[src/rtl/frame_rx_pkg.sv]
// Shared constants, FSM state type and row-byte decode helpers
// for the 8x8 serial frame receiver.
package frame_rx_pkg;

    localparam int ROWS       = 8;
    localparam int COLS       = 8;
    localparam int DEPTH_BITS = 2;
    localparam int LINE_BITS  = 16;
    localparam int FRAME_BITS = ROWS * COLS * DEPTH_BITS;

    typedef enum logic {
        HUNT,
        ACCUM
    } state_t;

    // A row byte selects its row by holding exactly one bit low.
    function automatic logic row_valid(input logic [7:0] sel);
        return $onehot(~sel);
    endfunction

    function automatic logic [2:0] row_index(input logic [7:0] sel);
        logic [2:0] idx;
        idx = 3'd0;
        for (int i = 0; i < 8; i++) begin
            if (!sel[i]) idx = 3'(i);
        end
        return idx;
    endfunction

endpackage

[src/rtl/frame_receiver_8x8_sync_edge.sv]
// Multi-flop synchronizer with rising-edge detect on the last stage
// against a one-flop delayed copy.
module sync_edge #(
    parameter int STAGES = 2
) (
    input  logic clk,
    input  logic i_rst_n,
    input  logic i_async,
    output logic o_rise
);

    logic [STAGES-1:0] r_sync;
    logic              r_dly;

    always_ff @(posedge clk or negedge i_rst_n) begin
        if (!i_rst_n) begin
            r_sync <= '0;
            r_dly  <= 1'b0;
        end else begin
            r_sync <= {r_sync[STAGES-2:0], i_async};
            r_dly  <= r_sync[STAGES-1];
        end
    end

    assign o_rise = r_sync[STAGES-1] & ~r_dly;

endmodule

[src/rtl/frame_receiver_8x8.sv]
// Serial 16-bit line receiver that latches row bytes and accumulates
// PASSES binary passes into a 2-bit-per-pixel 8x8 frame.
module frame_receiver_8x8
    import frame_rx_pkg::*;
#(
    parameter int SYNC_STAGES = 2,
    parameter int PASSES      = 4
) (
    input  logic                  clk,
    input  logic                  _rst,
    input  logic                  sclk,
    input  logic                  rclk,
    input  logic                  _srclr,
    input  logic                  serial_data,
    output logic [LINE_BITS-1:0]  latch_q,
    output logic                  latch_strobe,
    output logic [FRAME_BITS-1:0] frame_data,
    output logic                  frame_valid,
    output logic                  row_error,
    output logic                  locked
);

    localparam int PW = (PASSES > 1) ? $clog2(PASSES) : 1;

    logic [SYNC_STAGES-1:0] r_srclr_sync;
    logic [SYNC_STAGES-1:0] r_sdata_sync;
    logic [LINE_BITS-1:0]   r_shift;
    logic [LINE_BITS-1:0]   r_latch;
    logic [FRAME_BITS-1:0]  r_acc;
    logic [FRAME_BITS-1:0]  r_frame;
    logic [PW-1:0]          r_pass;
    logic                   r_strobe;
    logic                   r_fvalid;
    logic                   r_rowerr;
    state_t                 r_state;
    state_t                 w_state_nxt;

    logic                   w_sclk_rise;
    logic                   w_rclk_rise;
    logic                   w_valid;
    logic [2:0]             w_row;
    logic                   w_row7;
    logic                   w_last;
    logic [FRAME_BITS-1:0]  w_acc_sum;

    sync_edge #(.STAGES(SYNC_STAGES)) u_sclk (
        .clk     (clk),
        .i_rst_n (_rst),
        .i_async (sclk),
        .o_rise  (w_sclk_rise)
    );

    sync_edge #(.STAGES(SYNC_STAGES)) u_rclk (
        .clk     (clk),
        .i_rst_n (_rst),
        .i_async (rclk),
        .o_rise  (w_rclk_rise)
    );

    always_ff @(posedge clk or negedge _rst) begin
        if (!_rst) begin
            r_srclr_sync <= '0;
            r_sdata_sync <= '0;
        end else begin
            r_srclr_sync <= {r_srclr_sync[SYNC_STAGES-2:0], _srclr};
            r_sdata_sync <= {r_sdata_sync[SYNC_STAGES-2:0], serial_data};
        end
    end

    // Decode works on the word about to be latched (pre-shift value).
    assign w_valid = row_valid(r_shift[15:8]);
    assign w_row   = row_index(r_shift[15:8]);
    assign w_row7  = w_valid && (w_row == 3'd7);
    assign w_last  = (r_pass == PW'(PASSES - 1));

    always_comb begin
        w_acc_sum = r_acc;
        for (int c = 0; c < COLS; c++) begin
            if (r_shift[c] &&
                w_acc_sum[(int'(w_row)*COLS + c)*DEPTH_BITS +: DEPTH_BITS] != 2'b11) begin
                w_acc_sum[(int'(w_row)*COLS + c)*DEPTH_BITS +: DEPTH_BITS] =
                    w_acc_sum[(int'(w_row)*COLS + c)*DEPTH_BITS +: DEPTH_BITS] + 2'd1;
            end
        end
    end

    always_comb begin
        w_state_nxt = r_state;
        if (w_rclk_rise) begin
            if (!w_valid)    w_state_nxt = HUNT;
            else if (w_row7) w_state_nxt = ACCUM;
        end
    end

    always_ff @(posedge clk or negedge _rst) begin
        if (!_rst) r_state <= HUNT;
        else       r_state <= w_state_nxt;
    end

    always_ff @(posedge clk or negedge _rst) begin
        if (!_rst) begin
            r_shift <= '0;
        end else if (!r_srclr_sync[SYNC_STAGES-1]) begin
            r_shift <= '0;
        end else if (w_sclk_rise) begin
            r_shift <= {r_shift[LINE_BITS-2:0], r_sdata_sync[SYNC_STAGES-1]};
        end
    end

    always_ff @(posedge clk or negedge _rst) begin
        if (!_rst) begin
            r_latch  <= '0;
            r_acc    <= '0;
            r_frame  <= '0;
            r_pass   <= '0;
            r_strobe <= 1'b0;
            r_fvalid <= 1'b0;
            r_rowerr <= 1'b0;
        end else begin
            r_strobe <= 1'b0;
            r_fvalid <= 1'b0;
            r_rowerr <= 1'b0;
            if (w_rclk_rise) begin
                r_latch  <= r_shift;
                r_strobe <= 1'b1;
                if (!w_valid) begin
                    r_rowerr <= 1'b1;
                end else if (r_state == HUNT) begin
                    if (w_row7) begin
                        r_acc  <= '0;
                        r_pass <= '0;
                    end
                end else if (w_row7 && w_last) begin
                    r_frame  <= w_acc_sum;
                    r_fvalid <= 1'b1;
                    r_acc    <= '0;
                    r_pass   <= '0;
                end else begin
                    r_acc <= w_acc_sum;
                    if (w_row7) r_pass <= r_pass + PW'(1);
                end
            end
        end
    end

    assign latch_q      = r_latch;
    assign latch_strobe = r_strobe;
    assign frame_data   = r_frame;
    assign frame_valid  = r_fvalid;
    assign row_error    = r_rowerr;
    assign locked       = (r_state == ACCUM);

endmodule

[config.mk]
export PLATFORM = sky130hd
export DESIGN_NAME = frame_receiver_8x8
export DESIGN_NICKNAME = d
export VERILOG_FILES = /design/src/rtl/frame_rx_pkg.sv /design/src/rtl/frame_receiver_8x8_sync_edge.sv /design/src/rtl/frame_receiver_8x8.sv
export SDC_FILE = /design/constraint.sdc
export NUM_CORES = 1
export LEC_CHECK = 0
export CAP_MARGIN = 25
export CORE_MARGIN = 10
export CORE_UTILIZATION = 40
export CTS_BUF_LIST = sky130_fd_sc_hd__clkbuf_4 sky130_fd_sc_hd__clkbuf_8
export DETAILED_ROUTE_END_ITERATION = 8
export GPL_ROUTABILITY_DRIVEN = 0
export PLACE_DENSITY = 0.71
export SETUP_SLACK_MARGIN = 0.1
export SLEW_MARGIN = 20
export SYNTH_ARGS = -nofsm -noshare
export SYNTH_HDL_FRONTEND = slang
export SYNTH_HIERARCHICAL = 1
export SYNTH_SLANG_ARGS = --single-unit
[constraint.sdc]
create_clock -name clk -period 6.7 [get_ports clk]
set_clock_uncertainty 0.2 [all_clocks]
set_input_delay 1.005 -clock clk [delete_from_list [all_inputs] [get_ports clk]]
set_output_delay 1.005 -clock clk [all_outputs]
set_load 0.01 [all_outputs]
=== After elaboration in Yosys (flattened, before gate mapping) ===
Cells that the tools add are included.

* ROM bits: 0
* Output and inout bits: 148
* Memories kept: 0
* Bits in latches: 0
* Bits in registers: 304
* Bits in writable memories: 0

* Magnitude comparators: 0
* Equal/unequal tests: 13
* Bitwise gates (word level): 5
* Multipliers: 0
* Mux-type cells: 41
* Add/sub/neg operators: 31
* Divide/modulo/power cells: 0
* Reduce and logical (&&, ||, !) cells: 16
* Shifts and indexed selects: 24

{| class="wikitable"
|+ Operators with widths
! kind !! number
|-
| two-way mux 128 bit || 11
|-
| bitwise mux 128 bit || 8
|-
| variable shift 2 x 33 -> 128 bit (first input constant) || 8
|-
| indexed part select 2 x 33 -> 128 bit || 8
|-
| indexed part select 128 x 32 -> 2 bit || 7
|-
| negation 8 -> 33 bit || 7
|-
| indexed part select 128 x 8 -> 2 bit || 1
|-
| negation 7 -> 33 bit || 1
|-
| two-way mux 16 bit || 2
|-
| adder 6 x 3 -> 7 bit (second input constant) || 4
|-
| adder 2 x 1 -> 2 bit (second input constant) || 9
|-
| two-way mux 3 bit || 6
|-
| != test 2 bit (second input constant) || 8
|-
| adder 6 x 2 -> 7 bit (second input constant) || 2
|-
| logical AND 1 bit || 10
|-
| two-way mux 1 bit || 10
|-
| adder 1 x 1 -> 2 bit || 4
|-
| two-way mux 2 bit || 4
|-
| inverter 8 bit || 1
|-
| AND reduction 4 bit || 2
|-
| adder 6 x 1 -> 7 bit (second input constant) || 1
|-
| adder 2 x 2 -> 3 bit || 2
|-
| adder 3 x 3 -> 4 bit || 1
|-
| equality test 4 x 1 -> 1 bit (second input constant) || 1
|-
| 8 further kinds || 12
|}

=== Depth between registers and ports, before layout ===
Gate-level depths: netlist (run 1).

* Depth in word-level cells: 49
* Depth in mapped cells: 18
* Mapped depth without buffers: 15

=== Hierarchy ===
The synthesis (run 1) kept the hierarchy.

{| class="wikitable"
|+ Modules (own cells, without submodules)
! module !! sequential area each (µm²) !! times used !! area an instance (µm²) !! cells an instance
|-
| frame_receiver_8x8 || 7457.2 || 1 || 14990.6 || 1638
|-
| sync_edge || 75.1 || 2 || 88.8 || 4
|}

=== Worst setup path before layout (run 1) ===
No wires, ideal clock.

* Kind: flip-flop to flip-flop
* Start point: register r_shift[8]
* End point: register r_frame[33], in the netlist frame_data[33]
* Setup slack: 2.480 ns
* Clock period less this slack: 4.220 ns
* Cell stages (with the launch flop): 15
* Setup time: 0.125 ns
* Data required time: 6.375 ns
* Data arrival time: 3.895 ns
* Cells stage by stage: dfrtp_1 -> fa_1 -> inv_1 -> fa_1 -> fa_1 -> ha_1 -> inv_1 -> fa_1 -> nor3b_1 -> a22oi_1 -> nor3_2 -> nand3_1 -> inv_2 -> buf_4 -> mux2_2

* Longest elaborated chain between the ends: 8

{| class="wikitable"
|+ RTL lines
! element !! line !! text
|-
| start, declared || frame_receiver_8x8.sv:27 || <nowiki>logic [LINE_BITS-1:0] r_shift;</nowiki>
|-
| start signal, assigned || frame_receiver_8x8.sv:106 || <nowiki>r_shift <= {r_shift[LINE_BITS-2:0], r_sdata_sync[SYNC_STAGES-1]};</nowiki>
|-
| inverter 8 bit (*) || frame_rx_pkg.sv:18 || <nowiki>return $onehot(~sel);</nowiki>
|-
| adder 1 x 1 -> 2 bit (implied by the code) (*) || frame_rx_pkg.sv:18 ||
|-
| adder 2 x 2 -> 3 bit (implied by the code) (*) || frame_rx_pkg.sv:18 ||
|-
| adder 3 x 3 -> 4 bit (implied by the code) (*) || frame_rx_pkg.sv:18 ||
|-
| equality test 4 x 1 -> 1 bit (*) || frame_rx_pkg.sv:18 ||
|-
| logical AND 1 bit || frame_receiver_8x8.sv:73 || <nowiki>assign w_row7 = w_valid && (w_row == 3'd7);</nowiki>
|-
| logical AND 1 bit || frame_receiver_8x8.sv:133 || <nowiki>end else if (w_row7 && w_last) begin</nowiki>
|-
| AND reduction 4 bit (no source line) (*) || n/a ||
|-
| end signal, assigned || frame_receiver_8x8.sv:134 || <nowiki>r_frame <= w_acc_sum;</nowiki>
|-
| end, declared || frame_receiver_8x8.sv:30 || <nowiki>logic [FRAME_BITS-1:0] r_frame;</nowiki>
|}

Mark *: on every way between the ends. The rest lies on a longest branch, timed or not.
A chain may end at the register's enable or synchronous reset.

=== Final worst setup path (run 1) ===
* Start point: register r_shift[11]
* End point: register r_frame[88], in the netlist frame_data[88]

* Longest elaborated chain between the ends: 45
* Elaborated cells between the ends (all ways): 93

{| class="wikitable"
|+ RTL lines
! element !! line !! text
|-
| two-way mux 3 bit (5 in a row) || frame_rx_pkg.sv:25 || <nowiki>if (!sel[i]) idx = 3'(i);</nowiki>
|-
| indexed part select 128 x 8 -> 2 bit || frame_receiver_8x8.sv:80, frame_receiver_8x8.sv:82 ||
|-
| adder 2 x 1 -> 2 bit || frame_receiver_8x8.sv:82 || <nowiki>w_acc_sum[(int'(w_row)*COLS + c)*DEPTH_BITS +: DEPTH_BITS] + 2'd1;</nowiki>
|-
| indexed part select 2 x 33 -> 128 bit || frame_receiver_8x8.sv:81 || <nowiki>w_acc_sum[(int'(w_row)*COLS + c)*DEPTH_BITS +: DEPTH_BITS] =</nowiki>
|-
| bitwise mux 128 bit || frame_receiver_8x8.sv:81 ||
|-
| two-way mux 128 bit || frame_receiver_8x8.sv:79 || <nowiki>if (r_shift[c] &&</nowiki>
|-
| indexed part select 128 x 32 -> 2 bit || frame_receiver_8x8.sv:80, frame_receiver_8x8.sv:82 ||
|-
| adder 2 x 1 -> 2 bit || frame_receiver_8x8.sv:82 ||
|-
| [25 not listed] || n/a ||
|-
| indexed part select 2 x 33 -> 128 bit || frame_receiver_8x8.sv:81 ||
|-
| bitwise mux 128 bit || frame_receiver_8x8.sv:81 ||
|-
| two-way mux 128 bit || frame_receiver_8x8.sv:79 ||
|-
| indexed part select 128 x 32 -> 2 bit || frame_receiver_8x8.sv:80, frame_receiver_8x8.sv:82 ||
|-
| adder 2 x 1 -> 2 bit || frame_receiver_8x8.sv:82 ||
|-
| indexed part select 2 x 33 -> 128 bit || frame_receiver_8x8.sv:81 ||
|-
| bitwise mux 128 bit || frame_receiver_8x8.sv:81 ||
|-
| two-way mux 128 bit || frame_receiver_8x8.sv:79 ||
|}

Several ways; a longest one is shown, not always the timed one.

==> results of run 1 <==
## synth_stat cells (21+ instances only)
cell type,number,area [um2]
a21oi_1,28,140
a22o_1,31,272
a31oi_1,74,463
a32o_1,28,280
and3_1,23,144
buf_2,40,200
clkbuf_1,52,195
dfrtp_1,304,7610
mux2_2,25,282
mux2i_1,36,360
nand2_1,345,1290
nand2b_1,21,131
nand3_1,131,656
nor2_1,139,522
nor2b_1,25,156
o21ai_0,127,636
o31ai_1,33,248
## final timing paths
kind,end
min reg2reg,u_sclk/r_sync[1]
min in group asynchronous,r_acc[9]
max,frame_data[88]
min,u_sclk/r_sync[1]
max in group asynchronous,r_acc[80]
max reg2reg,frame_data[88]
## sequential cells by signal, indices dropped and copies added, names as in the netlist, 2 cells and up
signal,flops
latch_q,16
frame_data,128
r_acc,128
r_sdata_sync,2
r_shift,16
r_pass,2
u_rclk/r_sync,2
u_sclk/r_sync,2
r_srclr_sync,2
## power groups by stage
stage,clock network (mW),registers [mW],logic [mW]
floorplan,0,1.88,0.0153
global placement,0,1.88,0.0634
detailed placement,0,1.88,0.0643
CTS,1.87,1.85,0.0644
global route,1.94,1.85,0.0706
finish,1.84,1.85,0.0620
## final cells by class
cell class	count	area share (%)
Sequential cell	304	41.8
Tap cell	511	3.52
Clock buffer	79	5.53
Inverter	20	0.427
Timing Repair Buffer	184	9.75
Clock inverter	9	0.695
Multi-Input combinational cell	1210	38.2
## logic make-up after synthesis
| group | after synthesis | share of synthesized area (%) |
|---|---|---|
| flops | 304 | 50.2 |
| compound gates | 378 | 17.1 |
| mux | 61 | 4.23 |
| fa+ha+maj | 22 | 2.01 |
| simple gates | 749 | 22.4 |
| buf+inv | 132 | 4.12 |
## critical path: stages, from the launching register on
cell and delay, ns:
dfrtp_1 0.47, fa_1 0.51, inv_1 0.05, fa_1 0.45, fa_1 0.49, ha_1 0.16
inv_1 0.06, fa_1 0.40, nor3b_1 0.27, a22oi_1 0.18, nor3_2 0.36, nand3_2 0.16
inv_4 0.19, buf_4 0.70, a31oi_1 0.19
## metrics by stage
step	worst slack [ns]	utilization, %	hold WS (ns)
floorplan	2.48	-	0.131
global placement	1.89	45.3	0.133
detailed placement	1.69	45.4	0.144
CTS	1.68	48.4	0.156
global route	1.19	48.4	0.165
finish	1.61	48.4	0.152
## metal layers
metal | part of all wire [%] | global-route usage [%]
met1 | 38 | 27.8
met2 | 46 | 35.3
met3 | 11 | 5.83
met4 | 4.7 | 10.4
met5 | 0.030 | 0
==> results.md, run 1 <==
- The number of global-route vias before repair came to around 14000.
- The kind of critical path is reg2reg.
- The maximum clock rate is between 150 and 200 MHz.
- For this design the static power due to leakage is 7.56 nW.
- The total power density per cell area is 206 nW/um2.
- In this run, placement finished with an instance count of 2229.
- The synthesized netlist cell count is between 1500 and 2000.
- STA classifies the critical path startpoint as a register.
- For this design, the CTS-stage hold fixing added 0 buffers.
- The largest net degree at the start of global routing is around 120.
- The net count after synthesis is 1674.
- The total area of multi-input combinational cells is just under 7000 um2.
- The tree is rooted in a clkbuf_8.
- The hold path startpoint is u_sclk/r_sync[0].
- The via count normalized by instance count is ~6.
- The number of cells on the worst hold path is 0.
- The final wirelength is about 53 mm.
- The portion of total power attributed to sequential cells is between 40% and 50%.
- In the final layout, the share of cells above drive strength 1 is between 10% and 20%.
- 0 antenna diodes ended up in the layout.
- The number of pins exceeding their max-slew limit in the final report is 0.
- For this run, the leading register cell type out of synthesis is dfrtp_1.
- The first global-routing pass estimated between 80 and 90 mm of wire.
- The internal portion of the total power is a little under 3 mW.
- For this configuration, the core starts out at a cell density of around two fifths.
- The cell depth of the worst flop-to-flop path is 14.
- In this run the tool buffered the top-level ports with 153 buffer cells.
- The proportion of register bits with asynchronous set or reset after synthesis is 100%.
- The clock period minus final worst setup slack is 5.09 ns.
- Gates resized during post-CTS repair numbered 0.
- The total count of hold-check failures in the final report is 0.
- The placed wire-length estimate is between 30 and 40 mm.
- The cell area after technology mapping is 15200 um2.
- The flow ran to the end, and the final reports show no timing, DRC or antenna violations.
- Once placement finished, the instance area stood at between 15000 and 20000 um2.
- The clock tree from TritonCTS is built.
- Combinational logic burns approximately 1.7% of the power.
- The ratio of final minimum period to clock period is about 76%.
- The critical path starts at r_shift[11].
- The number of buffers between clock root and the deepest sink is 3.
- For this run, the post-layout net count is approximately 1800.
- For the worst setup path, the data required time is about 6.9 ns.
- The die covers between 40000 and 50000 um2.
- In the layout the commonest cells are 345 x nand2_1, 304 x dfrtp_1, 152 x clkdlybuf4s50_1.
- The count of cells in the finished layout, fillers not included, comes to between 2000 and 2500.
- Of the total power, the share spent switching nets is around 22%.
- The number of placed I/O pins is 154.
- The average wire per cell in the routed design is ~23 um.
- Global routing finished with a remaining overflow of 0.
- The total CTS buffers is 51.
- The number of sinks handled by clock tree synthesis is between 300 and 400.
- Setup repair after global routing left no endpoint under its margin.
- The Yosys step of the flow raised 6 warnings.
- The worst hold path belongs to the class reg2reg.
- The number of remaining DRC errors is 0.
- The number of detailed-route iterations in the first pass is 6.
- The number of enable flip-flop cells after synthesis is 0.
- Row generation in the floorplan step produced 71 rows.
- A synthesized cell averages approximately 9.2 um2.
- The largest fanout on the critical path is a little over 90.
- The clock network fraction of design power is 49.1%.
- Compared with the post-synthesis result, the final layout area differs by 19.8%.
- The cell area after layout is between 15000 and 20000 um2.
- The via total after detailed routing is around 14000.
- The post-route setup TNS is 0 ns.
- The library cell used most frequently in the layout, excluding fill and tap cells, is nand2_1.
- The clock reaches the later pin of the worst-skew pair after between 0.6 and 0.7 ns.
- The layout has between 3000 and 4000 filler cells.
- Once the clock tree was built, the setup fixing pass inserted 0 buffers.
- The transition time at the pin with the least slew margin is between 1 and 1.5 ns.
- The number of antenna violations at the first check in global routing is 1.
- The remaining antenna violation count is 0.
- The endpoint kind of the worst setup timing path is a register.
- The worst slew margin relative to its limit is between 20% and 30%.
- The register-to-register setup slack is 1.61 ns.
- The clock-pin transition on the worst setup and hold timing paths is approximately 0.07 ns.
- The H-tree was split into 2 levels.
- From bottom edge to top edge, the die measures roughly 210 um.
- The count of maximum capacitance violations is 0.
- The DRC violation total after the first TritonRoute iteration is 1685.
- The share of the yosys chip area belonging to registers is between 50 and 60%.
- The x dimension of the die is roughly 210 um.
- The design draws about 3.8 mW.
- IR analysis of the VDD net gives a maximum drop of about 0.15 mV.
- Data arrives at the worst endpoint at about 5.3 ns.
- Summing all flip-flop and latch instances after layout gives 7610 um2.
- The switching power is about 830 uW.
- Setup violations remaining at the end of the flow were counted as 0.
- The number of unique standard cell types used by synthesis is approximately 60.
- The flop and latch count out of synthesis is 304.
- The floorplan step defined a core boundary enclosing around 38000 um2.
- Global routing used 22.2% of the available tracks across all layers.
- In this run the critical register-to-register path is launched from r_shift[11].
(Power assumes the default switching activity.)
==> run 2: changes to the inputs <==
--- a/config.mk
+++ b/config.mk
@@ -11,7 +11,7 @@
 export CTS_BUF_LIST = sky130_fd_sc_hd__clkbuf_4 sky130_fd_sc_hd__clkbuf_8
 export DETAILED_ROUTE_END_ITERATION = 8
 export GPL_ROUTABILITY_DRIVEN = 0
-export PLACE_DENSITY = 0.71
+export PLACE_DENSITY = 0.73
 export SETUP_SLACK_MARGIN = 0.1
 export SLEW_MARGIN = 20
 export SYNTH_ARGS = -nofsm -noshare
==> constraint.sdc (replaced) <==
create_clock -name clk -period 4.4 [get_ports clk]
set_clock_uncertainty 0.2 [all_clocks]
set_input_delay 0.66 -clock clk [delete_from_list [all_inputs] [get_ports clk]]
set_output_delay 0.66 -clock clk [all_outputs]
set_load 0.01 [all_outputs]
==> run 2 against run 1 <==
Against the previous run:
- global-route usage up 0.32 points
- routed wire length rose by 3.6%
- critical path depth grew 1
- critical path type unchanged
- largest cell class unchanged
- via count rose by 3.8%
- first-iteration DRC count up 4.2%
- power grew 53%
- maximum frequency increased by 16%
- die area unchanged
- register-to-register slack worse by 1.6 ns
==> results.md, run 2 (synthesis gave the netlist of run 1 again) <==
- The run finished with clean final reports.
- For this run, the detailed router's first-pass iteration total came to 6.
- The post-route setup TNS is 0 ns.
- The via total after detailed routing is about 14000.
- In this run the power spent charging and discharging nets is approximately 1.3 mW.
- Entering global routing, the biggest net connects 110 pins.
- The number of placed I/O pins is about 150.
- The largest fanout on the critical path is 29.
- The clock tree from TritonCTS is built.
- The multi-input combinational cells in the finished layout cover a total of roughly 7300 um2.
- The class of the most critical hold timing path is reg2reg.
- After routing the design area is slightly below 20000 um2.
- The average wire per cell in the routed design is around 23 um.
- The wire length of the first global-routing pass is between 80 and 90 mm.
- In the finished design, the share of the clock period the worst path needs comes to roughly 100%.
- The diode insertion count for antenna repair is 0.
- The endpoint kind of the worst setup timing path is a register.
- The count of maximum capacitance violations is 0.
- The detailed router finished its first iteration with approximately 1800 violations.
- The worst endpoint required time is 4.66 ns.
- The kind of critical path is reg2reg.
- For this run, design rule violations remaining after detail routing come to 0.
- The startpoint identified for the worst register-to-register timing path is r_shift[8].
- Counting every sink on the clock net gives 304.
- For the pin with the worst max-slew slack, the measured transition is around 1.1 ns.
- The worst path in the final design needs a cycle of between 4 and 5 ns, including I/O delays and setup.
- The clock tree synthesis step divided the H-tree into 2 levels.
- The number of global-route vias before repair was between 10000 and 15000.
- The hold path startpoint is u_rclk/r_sync[0].
- The cell depth of the worst flop-to-flop path is 15.
- The library cell used most frequently in the layout, excluding fill and tap cells, is nand2_1.
- Leaving out fill and tap cells, the most frequent cells in the layout are 335 x nand2_1, 304 x dfrtp_1, 152 x clkdlybuf4s50_1.
- The number of antenna violations at the first check in global routing is 0.
- The area of the core is 37600 um2.
- Setup repair after global routing could not meet its margin everywhere.
- The area overhead of the layout relative to synthesis is 28.9%.
- The total power density per cell area is 294 nW/um2.
- The total overflow reported by the global router is 0.
- The tree is rooted in a clkbuf_8.
- The signal on the critical path passes through fa_1 > inv_1 > fa_1 > fa_1 > ha_2 > inv_2 > fa_2 > nor3b_2 > a22oi_2 > nor3_2 > nand3_2 > clkinv_8 > buf_12 > clkbuf_16 > a31oi_1.
- The number of port buffers is between 150 and 200.
- The total placed instance area is approximately 18000 um2.
- The maximum clock rate is 228 MHz.
- The worst hold path was traced through 0 stages.
- Clock tree synthesis inserted a total of approximately 50 buffers.
- Across the whole layout, storage elements account for between 7000 and 8000 um2.
- Among all stages on the critical path, the largest delay is contributed by fa_1.
- Global routing used around 23% of the available tracks across all layers.
- The clock-pin transition on the worst setup and hold timing paths is around 0.060 ns.
- Across all setup checks in the final design, the least slack found is 0.0139 ns.
- The via count normalized by instance count is approximately 6.0.
- The portion of total power attributed to sequential cells is between 40% and 50%.
- The number of pins exceeding their max-slew limit in the final report was 0.
- Clock latency on the worst-skew pair, taken at its later pin, is 0.62 ns.
- At the worst endpoint, the arrival time is 4.65 ns.
- The final wirelength is ~55 mm.
- The post-layout net count is about 1900.
- The placed wire-length estimate is slightly below 40 mm.
- The combinational share of power is approximately 1.7%.
- The delay of the slowest critical-path stage is 0.54 ns.
- The floorplan step set the die height to around 210 um.
- The internal power is ~4.4 mW.
- The die covers approximately 46000 um2.
- The remaining antenna violation count is 0.
- Cells fill around 52% of the core in the end.
- The total count of hold-check failures in the final report came to 0.
- Summed over all cells, the static leakage comes to roughly 8 nW.
- The share of total power consumed by net switching is a little under a quarter.
- The initial utilization of the core area, before any placement, comes to 40.4%.
- The register-to-register setup slack is 0.01 ns.
- The category of the worst setup path launch point is a register.
- The final setup violation count is 0.
- The critical register-to-register path endpoint is frame_data[118].
- The worst-case setup slack after placement is -0.0413 ns.
- The number of fill cells in the layout is between 3000 and 4000.
- The number of core rows is 71.
- The x dimension of the die is approximately 210 um.
- The worst-case vdd ir drop is 0.211 mV.
- The longest clock path from root to sink contains 3 buffers.
- Headroom to the max-slew limit came out at between 20% and 30%.
- The proportion of layout cells with a drive suffix above 1 is approximately 18%.
- The path with the worst hold slack has its endpoint at u_rclk/r_sync[1].
- Total power for the finished layout comes to 5.74 mW.
- Among the stages of the critical path, the cell type that occurs most often is fa_1.
- The share of total power dissipated in the clock network is between 40% and 50%.
## run 2: worst max-delay path by stage
stage               start         endpoint  slack [ns]  depth (start not counted)
3_5_place_dp   r_shift[8]         r_acc[4]       -0.04                         15
5_1_grt        r_shift[8]        r_acc[82]       -0.02                         14
3_3_place_gp   r_shift[8]        r_acc[13]        0.03                         14
2_1_floorplan  r_shift[8]   frame_data[33]        0.18                         14
4_1_cts        r_shift[8]        r_acc[13]        0.05                         14
6_report       r_shift[8]  frame_data[118]        0.01                         15
## run 2: metrics by stage
step	hold slack [ns]	cells
2_1_floorplan	0.131	1646
3_3_place_gp	0.132	2293
3_5_place_dp	0.136	2294
4_1_cts	0.156	2395
5_1_grt	0.156	2403
6_report	0.153	2403
## run 2: metal layers
metal / part of all wire (%) / global-route usage (%) / up-vias / routed length, um
met4: 5.2 / 10.9 / 0 / 2850
met1: 36 / 27.3 / 7015 / 19900
met2: 47 / 36.6 / 937 / 26000
li1: - / - / 6275 / -
met3: 12 / 6.21 / 213 / 6420
met5: 0 / 0 / - / 0
## run 2: repair_timing
action	CTS	global route
hold buffers	1	0
gates cloned	2	5
hold endpoints to repair	104	0
pin swaps	2	18
buffers inserted	3	3
gates resized for setup	4	155
setup endpoints to repair	165	244
## run 2: layout make-up
cell class / count / share of cell area [%]
Multi-Input combinational cell: 1210 / 37.5
Inverter: 20 / 0.448
Sequential cell: 304 / 38.9
Clock buffer: 77 / 5.17
Timing Repair Buffer: 263 / 14.0
Clock inverter: 18 / 0.781
Tap cell: 511 / 3.27
## run 2: critical path: cells and delay by family, from the launching register on
family,cells,cell delay (ns)
adders and majority gates,5,2.05
DFF,1,0.41
and+or+nand+nor,3,0.72
AOI/OAI and AO/OA,2,0.25
buffers and inverters,5,0.59
## run 2: power groups by stage
stage          clock (mW)  sequential (mW)  combinational (mW)
2_1_floorplan           0             2.86              0.0233
3_3_place_gp            0             2.86               0.101
3_5_place_dp            0             2.86               0.103
4_1_cts              2.87             2.81               0.104
5_1_grt              2.98             2.81               0.115
6_report             2.82             2.81               0.100
==> run 3: changes to the inputs <==
--- a/config.mk
+++ b/config.mk
@@ -5,6 +5,7 @@
 export SDC_FILE = /design/constraint.sdc
 export NUM_CORES = 1
 export LEC_CHECK = 0
+export ABC_CLOCK_PERIOD_IN_PS = 4400
 export CAP_MARGIN = 25
 export CORE_MARGIN = 10
 export CORE_UTILIZATION = 40
==> results of run 3 <==
The final DEF is identical to that of run 2; final timing and power are the same.
